`src/rtl/lsu_dmem_master.sv`:
```
// lsu_dmem_master: RV32I load/store initiator for a word-only data memory.
// Translates byte addresses to word indices and performs sub-word stores as
// read-modify-write. It sign/zero-extends load data and returns one response
// per request.
// Optional build macro: LSU_MISALIGN_TRAP_EN. When it is defined, misaligned
// LW/SW/LH/LHU/SH are rejected. When it is undefined, the low address bits are
// forced to natural alignment.
module lsu_dmem_master #(
    parameter logic [31:0] BASE_ADDR = 32'h8000_0000,
    parameter int          MEM_WORDS = 2000,
    parameter int          ADDR_W    = 11
) (
    input  logic              clk,
    input  logic              rst_n,
    input  logic              req_valid,
    output logic              req_ready,
    input  logic              req_we,
    input  logic [2:0]        req_funct3,
    input  logic [31:0]       req_addr,
    input  logic [31:0]       req_wdata,
    output logic              rsp_valid,
    output logic [31:0]       rsp_rdata,
    output logic              rsp_err,
    output logic              mem_en,
    output logic              mem_we,
    output logic [ADDR_W-1:0] mem_addr,
    output logic [31:0]       mem_wdata,
    input  logic [31:0]       mem_rdata
);

    localparam logic [31:0] MEM_WORDS_L = 32'(MEM_WORDS);

    typedef enum logic [2:0] {
        S_IDLE,
        S_ISSUE,
        S_CAPTURE,
        S_WRITE,
        S_RESP
    } state_t;

    state_t            state_q;
    logic              req_ready_q;
    logic              we_q;
    logic [2:0]        funct3_q;
    logic [1:0]        lane_q;
    logic [31:0]       wdata_q;
    logic              rsp_valid_q;
    logic              rsp_err_q;
    logic [31:0]       rsp_rdata_q;
    logic              mem_en_q;
    logic              mem_we_q;
    logic [ADDR_W-1:0] mem_addr_q;
    logic [31:0]       mem_wdata_q;

    // Accept-time decode results.
    logic [31:0] off_d;
    logic [31:0] idx_d;
    logic [1:0]  lane_raw_d;
    logic [1:0]  lane_d;
    logic        is_word_d;
    logic        is_half_d;
    logic        f3_err_d;
    logic        range_err_d;
    logic        mis_err_d;
    logic        acc_err_d;

    // Capture-time data paths.
    logic [31:0] shifted_d;
    logic [7:0]  byte_d;
    logic [15:0] half_d;
    logic [31:0] ld_ext_d;
    logic [31:0] merged_d;

    assign req_ready = req_ready_q;
    assign rsp_valid = rsp_valid_q;
    assign rsp_err   = rsp_err_q;
    assign rsp_rdata = rsp_rdata_q;
    assign mem_en    = mem_en_q;
    assign mem_we    = mem_we_q;
    assign mem_addr  = mem_addr_q;
    assign mem_wdata = mem_wdata_q;

    // Decode the incoming request: word index, lane and all rejection reasons.
    always_comb begin
        off_d       = req_addr - BASE_ADDR;  // wraps, so addresses below base become huge
        idx_d       = {2'b00, off_d[31:2]};
        lane_raw_d  = off_d[1:0];
        is_word_d   = (req_funct3[1:0] == 2'b10);
        is_half_d   = (req_funct3[1:0] == 2'b01);
        range_err_d = (idx_d >= MEM_WORDS_L);
        if (req_we) begin
            f3_err_d = !(req_funct3 == 3'b000 || req_funct3 == 3'b001 || req_funct3 == 3'b010);
        end else begin
            f3_err_d = !(req_funct3 == 3'b000 || req_funct3 == 3'b001 || req_funct3 == 3'b010 ||
                         req_funct3 == 3'b100 || req_funct3 == 3'b101);
        end
`ifdef LSU_MISALIGN_TRAP_EN
        mis_err_d = (is_word_d && lane_raw_d != 2'b00) || (is_half_d && lane_raw_d[0]);
        lane_d    = lane_raw_d;
`else
        mis_err_d = 1'b0;
        if (is_word_d) begin
            lane_d = 2'b00;
        end else if (is_half_d) begin
            lane_d = {lane_raw_d[1], 1'b0};
        end else begin
            lane_d = lane_raw_d;
        end
`endif
        acc_err_d = range_err_d || f3_err_d || mis_err_d;
    end

    // Select and extend load data, and merge sub-word store data into the read word.
    always_comb begin
        shifted_d = mem_rdata >> {lane_q, 3'b000};
        byte_d    = shifted_d[7:0];
        half_d    = lane_q[1] ? mem_rdata[31:16] : mem_rdata[15:0];
        case (funct3_q)
            3'b000:  ld_ext_d = {{24{byte_d[7]}}, byte_d};
            3'b001:  ld_ext_d = {{16{half_d[15]}}, half_d};
            3'b100:  ld_ext_d = {24'h0, byte_d};
            3'b101:  ld_ext_d = {16'h0, half_d};
            default: ld_ext_d = mem_rdata;
        endcase
        merged_d = mem_rdata;
        if (funct3_q[1:0] == 2'b00) begin
            merged_d[{lane_q, 3'b000} +: 8] = wdata_q[7:0];
        end else begin
            merged_d[{lane_q[1], 4'b0000} +: 16] = wdata_q[15:0];
        end
    end

    // Control FSM with registered outputs; one request in flight at a time.
    always_ff @(posedge clk or negedge rst_n) begin
        if (!rst_n) begin
            state_q     <= S_IDLE;
            req_ready_q <= 1'b1;
            we_q        <= 1'b0;
            funct3_q    <= 3'b000;
            lane_q      <= 2'b00;
            wdata_q     <= 32'h0;
            rsp_valid_q <= 1'b0;
            rsp_err_q   <= 1'b0;
            rsp_rdata_q <= 32'h0;
            mem_en_q    <= 1'b0;
            mem_we_q    <= 1'b0;
            mem_addr_q  <= '0;
            mem_wdata_q <= 32'h0;
        end else begin
            case (state_q)
                S_IDLE: begin
                    if (req_valid && req_ready_q) begin
                        req_ready_q <= 1'b0;
                        we_q        <= req_we;
                        funct3_q    <= req_funct3;
                        lane_q      <= lane_d;
                        wdata_q     <= req_wdata;
                        // Stores and errors respond with zero data; loads overwrite at capture.
                        rsp_rdata_q <= 32'h0;
                        if (acc_err_d) begin
                            state_q     <= S_RESP;
                            rsp_valid_q <= 1'b1;
                            rsp_err_q   <= 1'b1;
                        end else begin
                            state_q    <= S_ISSUE;
                            mem_en_q   <= 1'b1;
                            mem_addr_q <= idx_d[ADDR_W-1:0];
                            if (req_we && is_word_d) begin
                                mem_we_q    <= 1'b1;
                                mem_wdata_q <= req_wdata;
                            end else begin
                                mem_we_q <= 1'b0;
                            end
                        end
                    end
                end
                S_ISSUE: begin
                    mem_en_q <= 1'b0;
                    mem_we_q <= 1'b0;
                    if (mem_we_q) begin
                        state_q     <= S_RESP;
                        rsp_valid_q <= 1'b1;
                    end else begin
                        state_q <= S_CAPTURE;
                    end
                end
                S_CAPTURE: begin
                    if (we_q) begin
                        state_q     <= S_WRITE;
                        mem_en_q    <= 1'b1;
                        mem_we_q    <= 1'b1;
                        mem_wdata_q <= merged_d;
                    end else begin
                        state_q     <= S_RESP;
                        rsp_rdata_q <= ld_ext_d;
                        rsp_valid_q <= 1'b1;
                    end
                end
                S_WRITE: begin
                    mem_en_q    <= 1'b0;
                    mem_we_q    <= 1'b0;
                    state_q     <= S_RESP;
                    rsp_valid_q <= 1'b1;
                end
                S_RESP: begin
                    rsp_valid_q <= 1'b0;
                    rsp_err_q   <= 1'b0;
                    req_ready_q <= 1'b1;
                    state_q     <= S_IDLE;
                end
                default: begin
                    state_q     <= S_IDLE;
                    req_ready_q <= 1'b1;
                    rsp_valid_q <= 1'b0;
                    rsp_err_q   <= 1'b0;
                    mem_en_q    <= 1'b0;
                    mem_we_q    <= 1'b0;
                end
            endcase
        end
    end

endmodule

```
`config.mk`:
```
export PLATFORM = sky130hd
export DESIGN_NAME = lsu_dmem_master
export DESIGN_NICKNAME = d
export VERILOG_FILES = /design/src/rtl/lsu_dmem_master.sv
export SDC_FILE = /design/constraint.sdc
export NUM_CORES = 1
export LEC_CHECK = 0
export CAP_MARGIN = 15
export CORE_ASPECT_RATIO = 0.75
export CORE_UTILIZATION = 42
export DETAILED_ROUTE_END_ITERATION = 8
export GPL_TIMING_DRIVEN = 1
export PLACE_DENSITY = 0.77
export SETUP_SLACK_MARGIN = 0.5
export SLEW_MARGIN = 20
export SYNTH_ARGS = -nofsm -noshare
export SYNTH_HDL_FRONTEND = slang
export SYNTH_SLANG_ARGS = --single-unit
```
`constraint.sdc`:
```
create_clock -name clk -period 2.3 [get_ports clk]
set_input_delay 0.69 -clock clk [delete_from_list [all_inputs] [get_ports clk]]
set_output_delay 0.69 -clock clk [all_outputs]
set_load 0.03 [all_outputs]
```
# == Yosys cells after proc, flatten, opt, wreduce, memory -nomap -nowiden ==
# Cells that the tools add are included.
# op_classes
addsub,3
magnitude_cmp,1
eq_ne,20
shift,5
muxes,37
n_bitwise,3
n_reduce_logical,23
# ops
op,count
2-to-1 mux 32 bit,7
one-hot mux 32 bit (2 select lines),2
one-hot mux 32 bit (4 select lines),1
bitwise mux 32 bit,2
"variable shift 16 x 7 -> 32 bit, first input constant",1
"variable shift 8 x 7 -> 32 bit, first input constant",1
indexed part select 16 x 7 -> 32 bit,1
indexed part select 8 x 7 -> 32 bit,1
>> shifter 32 x 5 -> 8 bit,1
"subtractor 32 bit, second input constant",1
"greater-or-equal comparator 30 x 11 -> 1 bit, second input constant",1
2-to-1 mux 16 bit,1
"equality test 3 bit, second input constant",5
"inequality test 2 bit, second input constant",7
negator 5 -> 7 bit,2
2-to-1 mux 1 bit,13
2-to-1 mux 3 bit,4
one-hot mux 3 bit (4 select lines),1
"equality test 3 x 1 -> 1 bit, second input constant",3
"equality test 3 x 2 -> 1 bit, second input constant",3
zero test 3 bit,3
AND reduction 3 bit,3
AND reduction 4 bit,2
one-hot mux 1 bit (3 select lines),2
14 further kinds,24
# word_totals
reg_bits,105
inputBits,103
out_inout_bits,80
elab_cells,105

# == Logic depth before layout (Yosys ltp) ==
# depth
depth_word,11
ltp_mapped,10
depth_no_buf,7

# == Worst setup path before layout ==
# OpenSTA, ideal clock, no wires.
# synth_timing
kind,register to register
startpoint,reg lane_q[1]
endpoint,reg mem_wdata_q[3] (netlist: mem_wdata[3])
setup_ns,0.125
arrival_time_ns,2.074
required_ns,2.175
setup_slack_ns,0.101
stages_incl_launch_ff,9
n_path_buf,1
period_less_slack_ns,2.199
path_cell_list,dfrtp_1 buf_2 inv_1 ha_1 nor2_1 a41o_1 a221oi_1 nor2_1 mux2_2
# synth_between
elab_chain_len,6
# synth_lines
element,line_no,rtl
start: declaration,45,logic [1:0] lane_q;
start signal: assignment,156,lane_q <= lane_d;
"negator 5 -> 7 bit, on equally long branches","129, 127",
indexed part select 16 x 7 -> 32 bit (tied with other cells),129,"merged_d[{lane_q[1], 4'b0000} +: 16] = wdata_q[15:0];"
"bitwise mux 32 bit, on equally long branches","129, 127",
2-to-1 mux 32 bit (*),126,if (funct3_q[1:0] == 2'b00) begin
2-to-1 mux 32 bit (*),188,if (we_q) begin
one-hot mux 32 bit (2 select lines) (*),150,case (state_q)
end signal: assignment,170,mem_wdata_q <= req_wdata;
end signal: assignment,192,mem_wdata_q <= merged_d;
end: declaration,53,logic [31:0] mem_wdata_q;
# Mark *: on every way between the ends. The rest lies on a longest branch, timed or not. The select of a mux whose other input is x is not followed.
# A chain may end at the register's enable or synchronous reset.

# == Worst setup path after layout ==
# layout_timing
startpoint,in req_addr[16]
endpoint,reg mem_wdata_q[4] (netlist: mem_wdata[4])
# layout_between
elab_chain_len,5
# layout_lines
element,line_no,rtl
start: declaration,19,"input logic [31:0] req_addr,"
subtractor 32 bit,85,off_d = req_addr - BASE_ADDR;
greater-or-equal comparator 30 x 11 -> 1 bit,90,range_err_d = (idx_d >= MEM_WORDS_L);
logical OR 1 bit,110,acc_err_d = range_err_d || f3_err_d || mis_err_d;
inequality test 2 bit (no source line),n/a,
AND reduction 5 bit (no source line),n/a,
# No other way between the ends.

==> impl_metrics.env <==
export IMPL_synth_area_um2=5548
export IMPL_place_area_um2=7953
export IMPL_synth_seq_cells=105
export IMPL_synth_avg_cell_area_um2=10.49
export IMPL_worst_slack_ns=0.1375
export IMPL_finalSetupViolations=0
export IMPL_grt_max_degree=101
export IMPL_min_period_ns=2.163
export IMPL_firstDrtPassIters=5
export IMPL_fin_util_pct=71.95
export IMPL_fin_area_um2=9042
export IMPL_cts_buffers_inserted=9
export IMPL_avgViaCountPerCell=6.030
export IMPL_cp_data_required_time_ns=2.54
export IMPL_drt_total_wl_mm=21.19
export IMPL_cts_tree="yes"
export IMPL_clkTransAtPathRegs_ns=0.07
export IMPL_yosys_area_top_type="dfrtp_1"
export IMPL_drt_initial_drc_count=466
export IMPL_yosys_top_cells_count="dfrtp_1 (104), mux2_2 (71), nand2_1 (66)"
export IMPL_yosys_cell_types_count=50
export IMPL_cp_max_fo=5
export IMPL_ant_nets=0
export IMPL_fmax_mhz=462.4
export IMPL_finalNonFillerCells=945
export IMPL_synth_top_area_share_pct=46.91
export IMPL_power_mw=10.60
export IMPL_post_synth_inst_count=529
export IMPL_hold_viol=0
export IMPL_worstPathArrival_ns=2.40
export IMPL_clk_path_buf_depth=2
export IMPL_ys_warn_count=0
export IMPL_period_share_pct=94.02
export IMPL_cap_violations=0
export IMPL_io_pins=183
export IMPL_dp_cells=890
export IMPL_endpoint_kind="flip-flop"
export IMPL_critPathKind="input pin to flip-flop"
export IMPL_routedWlPerCell_um=22.42
export IMPL_area_growth_syn_to_layout_pct=62.99
export IMPL_grt_pass1_wl_mm=32.17
export IMPL_dpl_hpwl_mm=13.58
export IMPL_drv_slew=0
export IMPL_cts_root_buf="clkbuf_16"
export IMPL_vias=5698
export IMPL_rows=35
export IMPL_grt_overflow_total=0
export IMPL_layout_drive_gt1_share_pct=46.60
export IMPL_cp_start_kind="input pin"
export IMPL_slew_headroom_pct=44.56
export IMPL_synth_area_top_cells="dfrtp_1 (47%), mux2_2 (14%), a221oi_1 (5.2%)"
export IMPL_worstMarginPinSlew_ns=0.8316
export IMPL_grtUsageTotal_pct=31.44
export IMPL_cts_sinks=105
export IMPL_syn_num_nets=637
export IMPL_die_area_um2=13680
export IMPL_antennaDiodeCount=0
export IMPL_die_width_um=134.7
export IMPL_reg2reg_from="req_ready"
export IMPL_tns_ns=0
export IMPL_worstSkewPairLatency_ns=0.36
export IMPL_place_congestion=0.9048
export IMPL_h_tree_depth=3
export IMPL_start_util_pct=44.14
export IMPL_vdd_drop_max_v=0.0006390
export IMPL_skew_ns=0.007830
export IMPL_fin_nets=882
export IMPL_port_buffers=182
export IMPL_synthFlopType="dfrtp_1"
export IMPL_worstHoldPathType="input pin to asynchronous set/reset pin"
export IMPL_synth_edf_count=0
export IMPL_whs_ns=0.1326
export IMPL_crit_path_start="req_addr[16]"
export IMPL_synthArstFlopShare_pct=100.0
export IMPL_synth_seq_area_share_pct=47.38
export IMPL_antenna_found_initial=1
export IMPL_fillerInstances=846
export IMPL_rsz0062_at_grt="yes"
export IMPL_p_per_area_nw_per_um2=1172
export IMPL_yosysMostFrequentCell="dfrtp_1"
export IMPL_route_detailed_drc=0
export IMPL_die_h_um=101.5
export IMPL_grt_pass1_vias=5655
export IMPL_preCtsSetupSlack_ns=-0.4304
export IMPL_core_um2=12570
export IMPL_status="finished clean"
export IMPL_power_leakage_nw=3.908
[path summary, 6_finish.rpt]
check	to	slack (ns)	cells past startpoint
max	mem_wdata[4]	0.14	9
min in group clk	rsp_rdata[16]	0.48	2
min	mem_en	0.13	1
max in group asynchronous	rsp_rdata[6]	1.42	2
max reg2reg	mem_wdata[4]	0.15	8
min reg2reg	rsp_rdata[16]	0.48	2
[report_power, final]
| part | switching [mW] | internal [mW] |
|---|---|---|
| clock network | 0.710 | 0.954 |
| logic | 3.32 | 2.35 |
| registers | 0.710 | 2.55 |
[repair_timing]
| action | CTS | global route |
|---|---|---|
| setup buffers | 25 | 7 |
| hold buffers | 0 | 0 |
| endpoints found under the hold margin | 0 | 0 |
| pin swaps | 21 | 12 |
| gates resized for setup | 371 | 114 |
| cloned | 6 | 1 |
| setup endpoints to repair | 183 | 156 |
[critical path, stage by stage]
cell and delay, ns:
buf_6 0.10, nor4_2 0.28, nand4_1 0.21, o41ai_4 0.28, nand2_2 0.11, buf_6 0.17, buf_12 0.13, buf_12 0.13
mux2_4 0.29
[layout by cell type (no fill, tap or decap), types with 5 or more instances in the layout]
cell type / count
dfrtp_1: 100
clkdlybuf4s50_1: 66
nor2_1: 61
mux2_2: 57
nand2_1: 55
buf_4: 55
clkbuf_2: 41
clkdlybuf4s15_1: 25
buf_6: 25
o21ai_2: 20
a21oi_1: 19
nor2b_1: 17
clkdlybuf4s15_2: 17
a221oi_1: 16
mux2_4: 14
a221oi_2: 12
buf_2: 12
nand2_2: 11
nand2b_1: 11
clkbuf_16: 11
a32o_1: 7
o22ai_1: 7
o41ai_2: 7
dlygate4sd2_1: 7
buf_12: 6
nor2_4: 5
a21oi_2: 5
a221oi_4: 5
buf_8: 5
[layer usage]
| metal | up-vias | global-route usage (%) | wire length [um] |
|---|---|---|---|
| met5 | - | 0 | 17 |
| met4 | 2 | 8.902 | 467 |
| met3 | 48 | 8.759 | 2175 |
| met2 | 364 | 49.96 | 9719 |
| met1 | 2852 | 42.27 | 8809 |
| li1 | 2432 | - | - |
[area by class of cell]
class | instances | area, um2 | area share (%)
multi-input combinational | 389 | 3385 | 37.43
sequential | 105 | 2634 | 29.13
clock inverter | 7 | 93.84 | 1.038
tap | 166 | 207.7 | 2.297
timing repair buffer | 265 | 2479 | 27.41
inverter | 4 | 18.77 | 0.2076
clock buffer | 9 | 225.2 | 2.491
[logic make-up after synthesis]
group / synth area share (%)
AO/OA/AOI/OAI: 16.33
adder cells (fa/ha/maj): 1.128
buffers and inverters: 3.450
flip-flops: 47.38
multiplexers: 14.82
AND/OR/NAND/NOR: 16.89
[registers in the layout, summed over array words and instances, names as in the netlist]
register and cells:
state_q 3, req_ready 1, mem_en 1, rsp_err 1, lane_q 2, mem_we 1, rsp_rdata 32, wdata_q 16
rsp_valid 1, mem_addr 11, we_q 1, funct3_q 3, mem_wdata 32
Note: power is estimated with default switching activity, not from simulation.
